==> src/rtl/alu_exec_unit_if.sv <==
// Request/result bundle of the ALU execution unit.
// Both channels are valid/ready: a beat transfers on a rising edge where valid & ready are both 1;
// the source holds its payload and keeps valid high until that edge, and ready may depend on state.
interface alu_exec_unit_if #(parameter int WIDTH = 32);
  logic             in_valid;
  logic             in_ready;
  logic [2:0]       alu_ctrl;
  logic [WIDTH-1:0] src_a;
  logic [WIDTH-1:0] src_b;
  logic             out_valid;
  logic             out_ready;
  logic [WIDTH-1:0] result;
  logic             zero;
  logic             illegal;

  modport master (
    output in_valid, alu_ctrl, src_a, src_b, out_ready,
    input  in_ready, out_valid, result, zero, illegal
  );

  modport slave (
    input  in_valid, alu_ctrl, src_a, src_b, out_ready,
    output in_ready, out_valid, result, zero, illegal
  );
endinterface

==> src/rtl/alu_exec_unit.sv <==
// Single-issue ALU: one-cycle logic/arithmetic ops, bit-serial shifts (one bit per cycle),
// result held in DONE until the consumer takes it; flush aborts anything in flight.
module alu_exec_unit #(
  parameter int WIDTH = 32
) (
  input  logic           clk,
  input  logic           reset_n,
  input  logic           flush,
  alu_exec_unit_if.slave bus,
  output logic [1:0]     state_dbg
);
  localparam int SW = $clog2(WIDTH);

  typedef enum logic [1:0] {
    IDLE  = 2'd0,
    SHIFT = 2'd1,
    DONE  = 2'd2
  } state_t;

  state_t           state, state_nxt;
  logic [WIDTH-1:0] work, work_nxt, result_q, alu_res;
  logic [SW-1:0]    cnt, shamt;
  logic             dir_right, illegal_q, accept, is_shift, go_shift;

  assign bus.in_ready  = (state == IDLE) & ~flush;
  assign bus.out_valid = (state == DONE);
  assign bus.result    = result_q;
  assign bus.zero      = (result_q == '0);
  assign bus.illegal   = illegal_q;
  assign state_dbg     = state;

  assign shamt    = bus.src_b[SW-1:0];
  assign is_shift = (bus.alu_ctrl[2:1] == 2'b11);
  assign accept   = bus.in_valid & bus.in_ready;
  assign go_shift = is_shift & (shamt != '0);
  assign work_nxt = dir_right ? (work >> 1) : (work << 1);

  // Single-cycle results; shift codes only land here when shamt is 0, so they pass src_a.
  always_comb begin
    alu_res = '0;
    case (bus.alu_ctrl)
      3'b000:  alu_res = bus.src_a + bus.src_b;
      3'b001:  alu_res = bus.src_a - bus.src_b;
      3'b010:  alu_res = bus.src_a & bus.src_b;
      3'b011:  alu_res = bus.src_a | bus.src_b;
      3'b101:  alu_res = {{(WIDTH-1){1'b0}}, ($signed(bus.src_a) < $signed(bus.src_b))};
      3'b110:  alu_res = bus.src_a;
      3'b111:  alu_res = bus.src_a;
      default: alu_res = '0;
    endcase
  end

  always_ff @(posedge clk or negedge reset_n) begin
    if (!reset_n) state <= IDLE;
    else          state <= state_nxt;
  end

  always_comb begin
    state_nxt = state;
    if (flush) begin
      state_nxt = IDLE;
    end else begin
      case (state)
        IDLE:    if (accept) state_nxt = go_shift ? SHIFT : DONE;
        SHIFT:   if (cnt == SW'(1)) state_nxt = DONE;
        DONE:    if (bus.out_ready) state_nxt = IDLE;
        default: state_nxt = IDLE;
      endcase
    end
  end

  // Outputs only change when an operation completes; flush drops illegal but keeps result.
  always_ff @(posedge clk or negedge reset_n) begin
    if (!reset_n) begin
      work      <= '0;
      cnt       <= '0;
      dir_right <= 1'b0;
      result_q  <= '0;
      illegal_q <= 1'b0;
    end else if (flush) begin
      illegal_q <= 1'b0;
    end else begin
      case (state)
        IDLE: begin
          if (accept) begin
            if (go_shift) begin
              work      <= bus.src_a;
              cnt       <= shamt;
              dir_right <= bus.alu_ctrl[0];
            end else begin
              result_q  <= alu_res;
              illegal_q <= (bus.alu_ctrl == 3'b100);
            end
          end
        end
        SHIFT: begin
          work <= work_nxt;
          cnt  <= cnt - SW'(1);
          if (cnt == SW'(1)) begin
            result_q  <= work_nxt;
            illegal_q <= 1'b0;
          end
        end
        default: ;
      endcase
    end
  end
endmodule

==> src/flat_wrapper.sv <==
// flat-port wrapper written by rule: the top's interface ports become plain ports
module alu_exec_unit_flat 
#(
  parameter int WIDTH = 32
)
  (clk, reset_n, flush, state_dbg, bus_in_valid, bus_alu_ctrl, bus_src_a, bus_src_b, bus_out_ready, bus_in_ready, bus_out_valid, bus_result, bus_zero, bus_illegal);
  alu_exec_unit_if #(.WIDTH(WIDTH)) bus_i ();
  input  logic clk;
  input  logic reset_n;
  input  logic flush;
  output logic [1:0] state_dbg;
  input wire logic [$bits(bus_i.in_valid)-1:0] bus_in_valid;
  input wire logic [$bits(bus_i.alu_ctrl)-1:0] bus_alu_ctrl;
  input wire logic [$bits(bus_i.src_a)-1:0] bus_src_a;
  input wire logic [$bits(bus_i.src_b)-1:0] bus_src_b;
  input wire logic [$bits(bus_i.out_ready)-1:0] bus_out_ready;
  output wire logic [$bits(bus_i.in_ready)-1:0] bus_in_ready;
  output wire logic [$bits(bus_i.out_valid)-1:0] bus_out_valid;
  output wire logic [$bits(bus_i.result)-1:0] bus_result;
  output wire logic [$bits(bus_i.zero)-1:0] bus_zero;
  output wire logic [$bits(bus_i.illegal)-1:0] bus_illegal;
  assign bus_i.in_valid = bus_in_valid;
  assign bus_i.alu_ctrl = bus_alu_ctrl;
  assign bus_i.src_a = bus_src_a;
  assign bus_i.src_b = bus_src_b;
  assign bus_i.out_ready = bus_out_ready;
  assign bus_in_ready = bus_i.in_ready;
  assign bus_out_valid = bus_i.out_valid;
  assign bus_result = bus_i.result;
  assign bus_zero = bus_i.zero;
  assign bus_illegal = bus_i.illegal;
  alu_exec_unit #(.WIDTH(WIDTH)) u_core (.clk(clk), .reset_n(reset_n), .flush(flush), .bus(bus_i), .state_dbg(state_dbg));
endmodule
==> config.mk <==
export PLATFORM = sky130hd
export DESIGN_NAME = alu_exec_unit_flat
export DESIGN_NICKNAME = d
export VERILOG_FILES = /design/src/rtl/alu_exec_unit_if.sv /design/src/rtl/alu_exec_unit.sv /design/src/flat_wrapper.sv
export SDC_FILE = /design/constraint.sdc
export NUM_CORES = 1
export LEC_CHECK = 0
export CORE_ASPECT_RATIO = 0.8
export CORE_MARGIN = 3
export CORE_UTILIZATION = 40
export CTS_CLUSTER_SIZE = 30
export DETAILED_ROUTE_END_ITERATION = 6
export PLACE_DENSITY = 0.6
export SYNTH_ARGS = -nofsm -noshare
export SYNTH_HDL_FRONTEND = slang
export SYNTH_SLANG_ARGS = --single-unit
==> constraint.sdc <==
create_clock -name clk -period 2.7 [get_ports clk]
set_input_delay 0.54 -clock clk [delete_from_list [all_inputs] [get_ports clk]]
set_output_delay 0.54 -clock clk [all_outputs]
set_load 0.03 [all_outputs]
==> results.toml, run 1 <==
[die]
ios = 110
die_x_um = 172.0
die-height_um = 138.8
coreArea_um2 = 21170
row_count = 47
die_area_um2 = 23870
initial_core_util_pct = 41.65

[clocking]
clock_sinks = 73
cts_tree = "built"
clk_pin_slew_ns = 0.06
clk_latency_ns = 0.34
numCtsBuffers = 9
htree_levels = 3
root_buffer = "clkbuf_16"
clk_path_buf_depth = 2

[sta]
fin_crit_sh_pct = 112.9
holdWs_ns = 0.08008
setup_slack_ns = -0.3496
worst_pin_slew_ns = 0.5911
report.final.slew_viol_count = 0
finalSetupViolCount = 21
fin_skew_ns = 0.009581
maxSlewHeadroom_pct = 60.59
rsz0062_at_grt = "true"
fmax_ghz = 0.3279
fin_tns_setup_ns = -3.781
hold_violations = 0
min_period_ns = 3.050

[yosys]
synth.avg_cell_area_um2 = 7.354
async_reset_ff_share_pct = 100.0
synth_top_cells_by_area = "dfrtp_1 21%, ha_1 15%, nand2_1 5.9%"
synth_seq_area_share_pct = 20.72
syn_nets = 1378
synthFlopType = "dfrtp_1"
yosysWarnings = 0
synth.most_common_cell = "nand2_1"
synth.area.mux_share_pct = 2.994
netlist.top_cell.by_area = "dfrtp_1"
synthAdderAreaFrac_pct = 15.35
synth-simple-area-share_pct = 19.67
synth-xor-area-share_pct = 3.179
synth_seq_cells = 73
synthesis.area_um2 = 8817
synthCells = 1199
ys_top_cells_by_count = "138 x nand2_1, 123 x nor2_1, 105 x ha_1"
synth_compound_area_share_pct = 30.30
synth.top_cell.area_share_pct = 20.72
synth.distinct_cells = 81
synth_edf_count = 0
synth_top_family_by_area = "compound AO/OA/AOI/OAI gates"

[cells_and_area]
drive_above_1_share_pct = 40.96
finalNonFillerCells = 1873
utilization_pct = 68.23
nNetsFinal = 1778
area_growth_pct = 63.83
antennaDiodeCount = 0

[place]
placed_cells = 1815
portBuffers = 109
gp_congestion = 0.9803
dp_hpwl_um = 29040
dp_slack_ns = -1.287

[global_routing]
grt_pass1_vias = 10160
grt_use_total_pct = 30.41
grt_antenna_before_repair = 0
grt_max_degree = 103
grt-ovfl-total = 0
grt_pass1_wl_um = 57400

[critical_path]
cp-start-kind = "input port"
r2r_setup_slack_ns = 0.50
critPathCaptureType = "register"
path_max_fanout = 3
critPathMaxStageDelay_ns = 0.41
path_cells = "buf_8 > inv_4 > ha_4 > inv_2 > fa_2 > nand2b_4 > a221o_1 > a21oi_2 > a221oi_4 > buf_4 > o221ai_4 > a211oi_2 > o311ai_2 > a2111oi_2 > a31oi_1 > nand2_1"
path_class = "in2reg"
worstPathBufferInverterCount = 4
cp_top_family = "compound AO/OA/AOI/OAI gates"
slowest_stage = "a221oi_4"
required_ns = 2.98
cp.arrival_ns = 3.33

[hold_path]
worstHoldPathType = "in2async"

[pwr]
p_leak_nw = 6.492
powerDensity_nw_per_um2 = 445.2
peakVddDrop_v = 0.0003538

[route]
drt_iter0_markers = 936
via_per_inst = 5.668
routed_wl_um = 37820
drtAntennaViolNets = 0
routedWlPerCell_um = 20.19
first_pass_iters = 7
drc = 1
num_vias = 10620

[outcome]
run_status = "finished, violations left"
violations = "design-rule violations, negative setup slack"

[flow_run]
drv_cap = 0
## layer usage
metal,routed length (µm),GRT usage [%],vias up
met2,18360,51.86,372
met3,2016,3.676,69
met5,0,0,-
met4,1146,7.770,0
met1,16300,40.73,5097
li1,-,-,5078
## power by group
part	total (mW)	leakage, nW	internal [mW]	switching, mW
Sequential	1.69	0.911	1.37	0.313
Clock	1.22	0.139	0.719	0.499
Combinational	3.53	5.44	1.67	1.85
Total	6.43	6.49	3.76	2.67
## layout by cell type, fill, tap and decap left out, drive strengths merged, types with 7 or more instances in the layout
cell type        n
buf            376
nand2          138
nor2           123
o21ai          105
ha             105
a21oi          102
inv             98
dfrtp           73
clkdlybuf4s50   54
o31ai           38
a211oi          32
clkbuf          30
nor2b           28
xnor2           26
nand3           24
mux2i           23
nor3            22
nor4            17
a31oi           17
a221oi          14
a21o            13
o21bai          13
o22ai           10
dlymetal6s2s     9
nand2b           7
## area by class of cell
cell class                      instances  area, µm²
Clock buffer                           10      229.0
Clock inverter                          6      67.56
Fill cell                            1754       6725
Inverter                               98      430.4
Multi-Input combinational cell        952       7664
Sequential cell                        73       1828
Tap cell                              269      336.6
Timing Repair Buffer                  465       3890
## state kept, by name, summed over array words and instances (netlist names)
signal              flops
u_core.state_dbg        2
u_core.bus.result      32
u_core.cnt              5
u_core.bus.illegal      1
u_core.work            32
u_core.dir_right        1
## timing repair
action | in CTS | in global routing
resized for setup | 230 | 224
pin swaps | 92 | 126
setup buffers | 15 | 32
hold buffers | 0 | 0
setup endpoints to repair | 67 | 28
cloned | 0 | 0
## through the flow
stage / total power, mW / instance area (µm²)
2_1_floorplan: 3.224 / 9025
3_3_place_gp: 4.689 / 12550
3_5_place_dp: 4.715 / 12550
4_1_cts: 6.164 / 13670
5_1_grt: 6.769 / 14450
6_report: 6.431 / 14450
## worst reg2reg max path, stage by stage, from the launching register on
cell and delay (ns):
dfrtp_1 0.43, ha_1 0.24, a31oi_1 0.43, nor2_1 0.12, nand2_1 0.09, buf_4 0.20, buf_4 0.29, nor2_1 0.09
a22o_1 0.20
## worst paths after layout
kind,from,to,depth (start not counted)
setup / recovery,bus_src_a[0],u_core.bus.result[22]$_DFFE_PN0P_,16
hold / removal,reset_n,u_core.bus.result[2]$_DFFE_PN0P_,1
setup reg to reg,u_core.cnt[0]$_DFFE_PN0P_,u_core.bus.result[4]$_DFFE_PN0P_,8
hold reg to reg,u_core.work[31]$_DFFE_PN0P_,u_core.work[31]$_DFFE_PN0P_,2
max in group asynchronous,reset_n,u_core.work[12]$_DFFE_PN0P_,2
min in group clk,u_core.work[31]$_DFFE_PN0P_,u_core.work[31]$_DFFE_PN0P_,2
## kinds of logic (layout without fill, tap and decap cells)
group / Yosys count / in the layout
AO/OA/AOI/OAI: 401 / 401
AND/OR/NAND/NOR: 387 / 387
buffers and inverters: 174 / 579
adder cells (fa/ha/maj): 107 / 107
flip-flops: 73 / 73
XOR/XNOR: 32 / 32
multiplexers: 25 / 25
No activity file was read; power rests on OpenSTA's default activity.
==> inputs of run 2 (changes only) <==
- CORE_ASPECT_RATIO: 0.8 -> unset
==> run 2 against run 1 <==
Compared with the run above:
- the flow finishes with violations (negative setup slack)
- sequential power hardly changed
- die area barely moved
- non-clock buffer count fell by 9
- worst setup slack better by 0.023 ns
- hold slack improved by 0.10 ns
- largest cell class unchanged
==> results.toml, run 2 (synthesis results as in run 1) <==
[outcome]
run_status = "finished, violations left"
violations = "negative setup slack"

[die]
die_x_um = 154.5
die_area_um2 = 23860
row_count = 53
initial_core_util_pct = 41.29
die-height_um = 154.5
coreArea_um2 = 21350
ios = 110

[clocking]
ctsHoldBuffers = 0
numCtsBuffers = 9
clk_pin_slew_ns = 0.06
clk_latency_ns = 0.34
clock_sinks = 73
root_buffer = "clkbuf_16"
cts_tree = "built"
clk_path_buf_depth = 2
htree_levels = 3

[sta]
fin_crit_sh_pct = 112.1
report.final.slew_viol_count = 0
rsz0062_at_grt = "true"
min_period_ns = 3.027
holdWs_ns = 0.1802
finalSetupViolCount = 25
hold_violations = 0
fin_skew_ns = 0.006183
maxSlewHeadroom_pct = 38.42
setup_slack_ns = -0.3267
fmax_ghz = 0.3304
worst_pin_slew_ns = 0.9167

[critical_path]
worstPathBufferInverterCount = 6
path_max_fanout = 4
path_cells = "buf_8 > inv_4 > ha_4 > buf_4 > buf_6 > o21ba_4 > or4_4 > a211oi_4 > o211ai_4 > buf_6 > nand2b_4 > a21bo_1 > a21oi_2 > xnor2_1 > a221oi_1 > buf_4 > o31ai_2"
slowest_stage = "or4_4"
path_class = "in2reg"
cp_top_family = "compound AO/OA/AOI/OAI gates"
critPathMaxStageDelay_ns = 0.44
cp.arrival_ns = 3.23
cp-start-kind = "input port"
required_ns = 2.91
critPathCaptureType = "register"

[cells_and_area]
antennaDiodeCount = 0
finalInstanceArea_um2 = 14420
utilization_pct = 67.51
area_growth_pct = 63.50
final_common_cell = "buf_4"
mostFrequentLayoutCells = "307 x buf_4, 134 x nand2_1, 117 x nor2_1"
drive_above_1_share_pct = 38.81
nNetsFinal = 1769

[global_routing]
grt_use_total_pct = 28.84
grt-ovfl-total = 0
grt_antenna_before_repair = 0
grt_pass1_wl_um = 55290
grt_pass1_vias = 9893
grt_max_degree = 56

[flow_run]
drv_cap = 0

[route]
routed_wl_um = 37060
drt_iter0_markers = 1162
first_pass_iters = 5
routedWlPerCell_um = 19.82
num_vias = 10770
via_per_inst = 5.757
drc = 0
drtAntennaViolNets = 0

[place]
portBuffers = 109
post_dp_cell_area_um2 = 12530
gp_congestion = 0.9772
dp_hpwl_um = 27690

[pwr]
p_leak_nw = 6.449
peakVddDrop_v = 0.0002961
powerDensity_nw_per_um2 = 456.9

[hold_path]
worstHoldPathType = "in2async"
run 2: cell types whose count changed in the layout (fill, tap and decap cells not counted), sizes merged:
cell           before  now
buf               376  359
bufinv              1    3
clkbuf             30   27
clkdlybuf4s15       2    6
clkdlybuf4s50      54   56
clkinv              3    1
dlygate4sd2         4   17
dlymetal6s2s        9    1
run 2: layout make-up:
type	count	area [µm²]
timing repair buffer	456	3821
inverter	98	410.4
tap	275	344.1
clock inverter	6	113.9
sequential	73	1828
clock buffer	10	239.0
multi-input combinational	952	7660
fill	1712	6937
run 2: final timing paths:
check | cells after the start | to | startpoint | slack (ns)
worst max-delay path | 17 | u_core.bus.result[15]$_DFFE_PN0P_ | bus_src_a[0] | -0.33
worst min-delay path | 1 | u_core.work[2]$_DFFE_PN0P_ | reset_n | 0.18
worst max register to register | 8 | u_core.bus.result[15]$_DFFE_PN0P_ | u_core.state_dbg[1]$_DFFE_PN0P_ | 0.48
worst min register to register | 2 | u_core.work[0]$_DFFE_PN0P_ | u_core.work[0]$_DFFE_PN0P_ | 0.47
max in group asynchronous | 2 | u_core.dir_right$_DFFE_PN0P_ | reset_n | 1.93
min in group clk | 2 | u_core.work[0]$_DFFE_PN0P_ | u_core.work[0]$_DFFE_PN0P_ | 0.47
run 2: worst register-to-register path: cells and delay by family (launching register included):
| kind | cells | cell delay (ns) |
|---|---|---|
| and+or+nand+nor | 4 | 0.65 |
| AOI/OAI and AO/OA | 2 | 0.50 |
| DFF | 1 | 0.50 |
| buffers and inverters | 2 | 0.48 |
run 2: per-layer routing:
metal / up-vias / routed length [µm] / global-route usage (%)
li1: 5045 / - / -
met1: 5114 / 16910 / 44.61
met2: 553 / 16090 / 42.70
met3: 54 / 3517 / 4.645
met4: 0 / 543 / 4.752
met5: - / 0 / 0
run 2: what timing repair did:
action,4_1_cts,5_1_grt
buffers inserted,31,16
cloned,0,0
pin swaps,90,101
gates resized for setup,231,152
setup endpoints to repair,33,25
run 2: power by group:
part           internal, mW  switching, mW
Sequential             1.37          0.304
Clock                 0.931          0.491
Combinational          1.64           1.85
Total                  3.94           2.64
run 2: through the flow:
step	setup slack (ns)	TNS (ns)	std cells	power [mW]
final	-0.3267	-5.276	1870	6.586
after global routing	-0.4219	-7.480	1870	6.894
after CTS	-0.3092	-4.374	1856	6.296
after detailed placement	-1.189	-36.54	1812	4.636
after global placement	-1.131	-32.46	1812	4.602
after floorplan	-0.2867	-1.747	1199	3.224
==> inputs of run 3 (changes only) <==
- CTS_CLUSTER_DIAMETER: unset -> 50
==> results of run 3 <==
The final DEF is identical to that of run 2; final timing and power are the same.
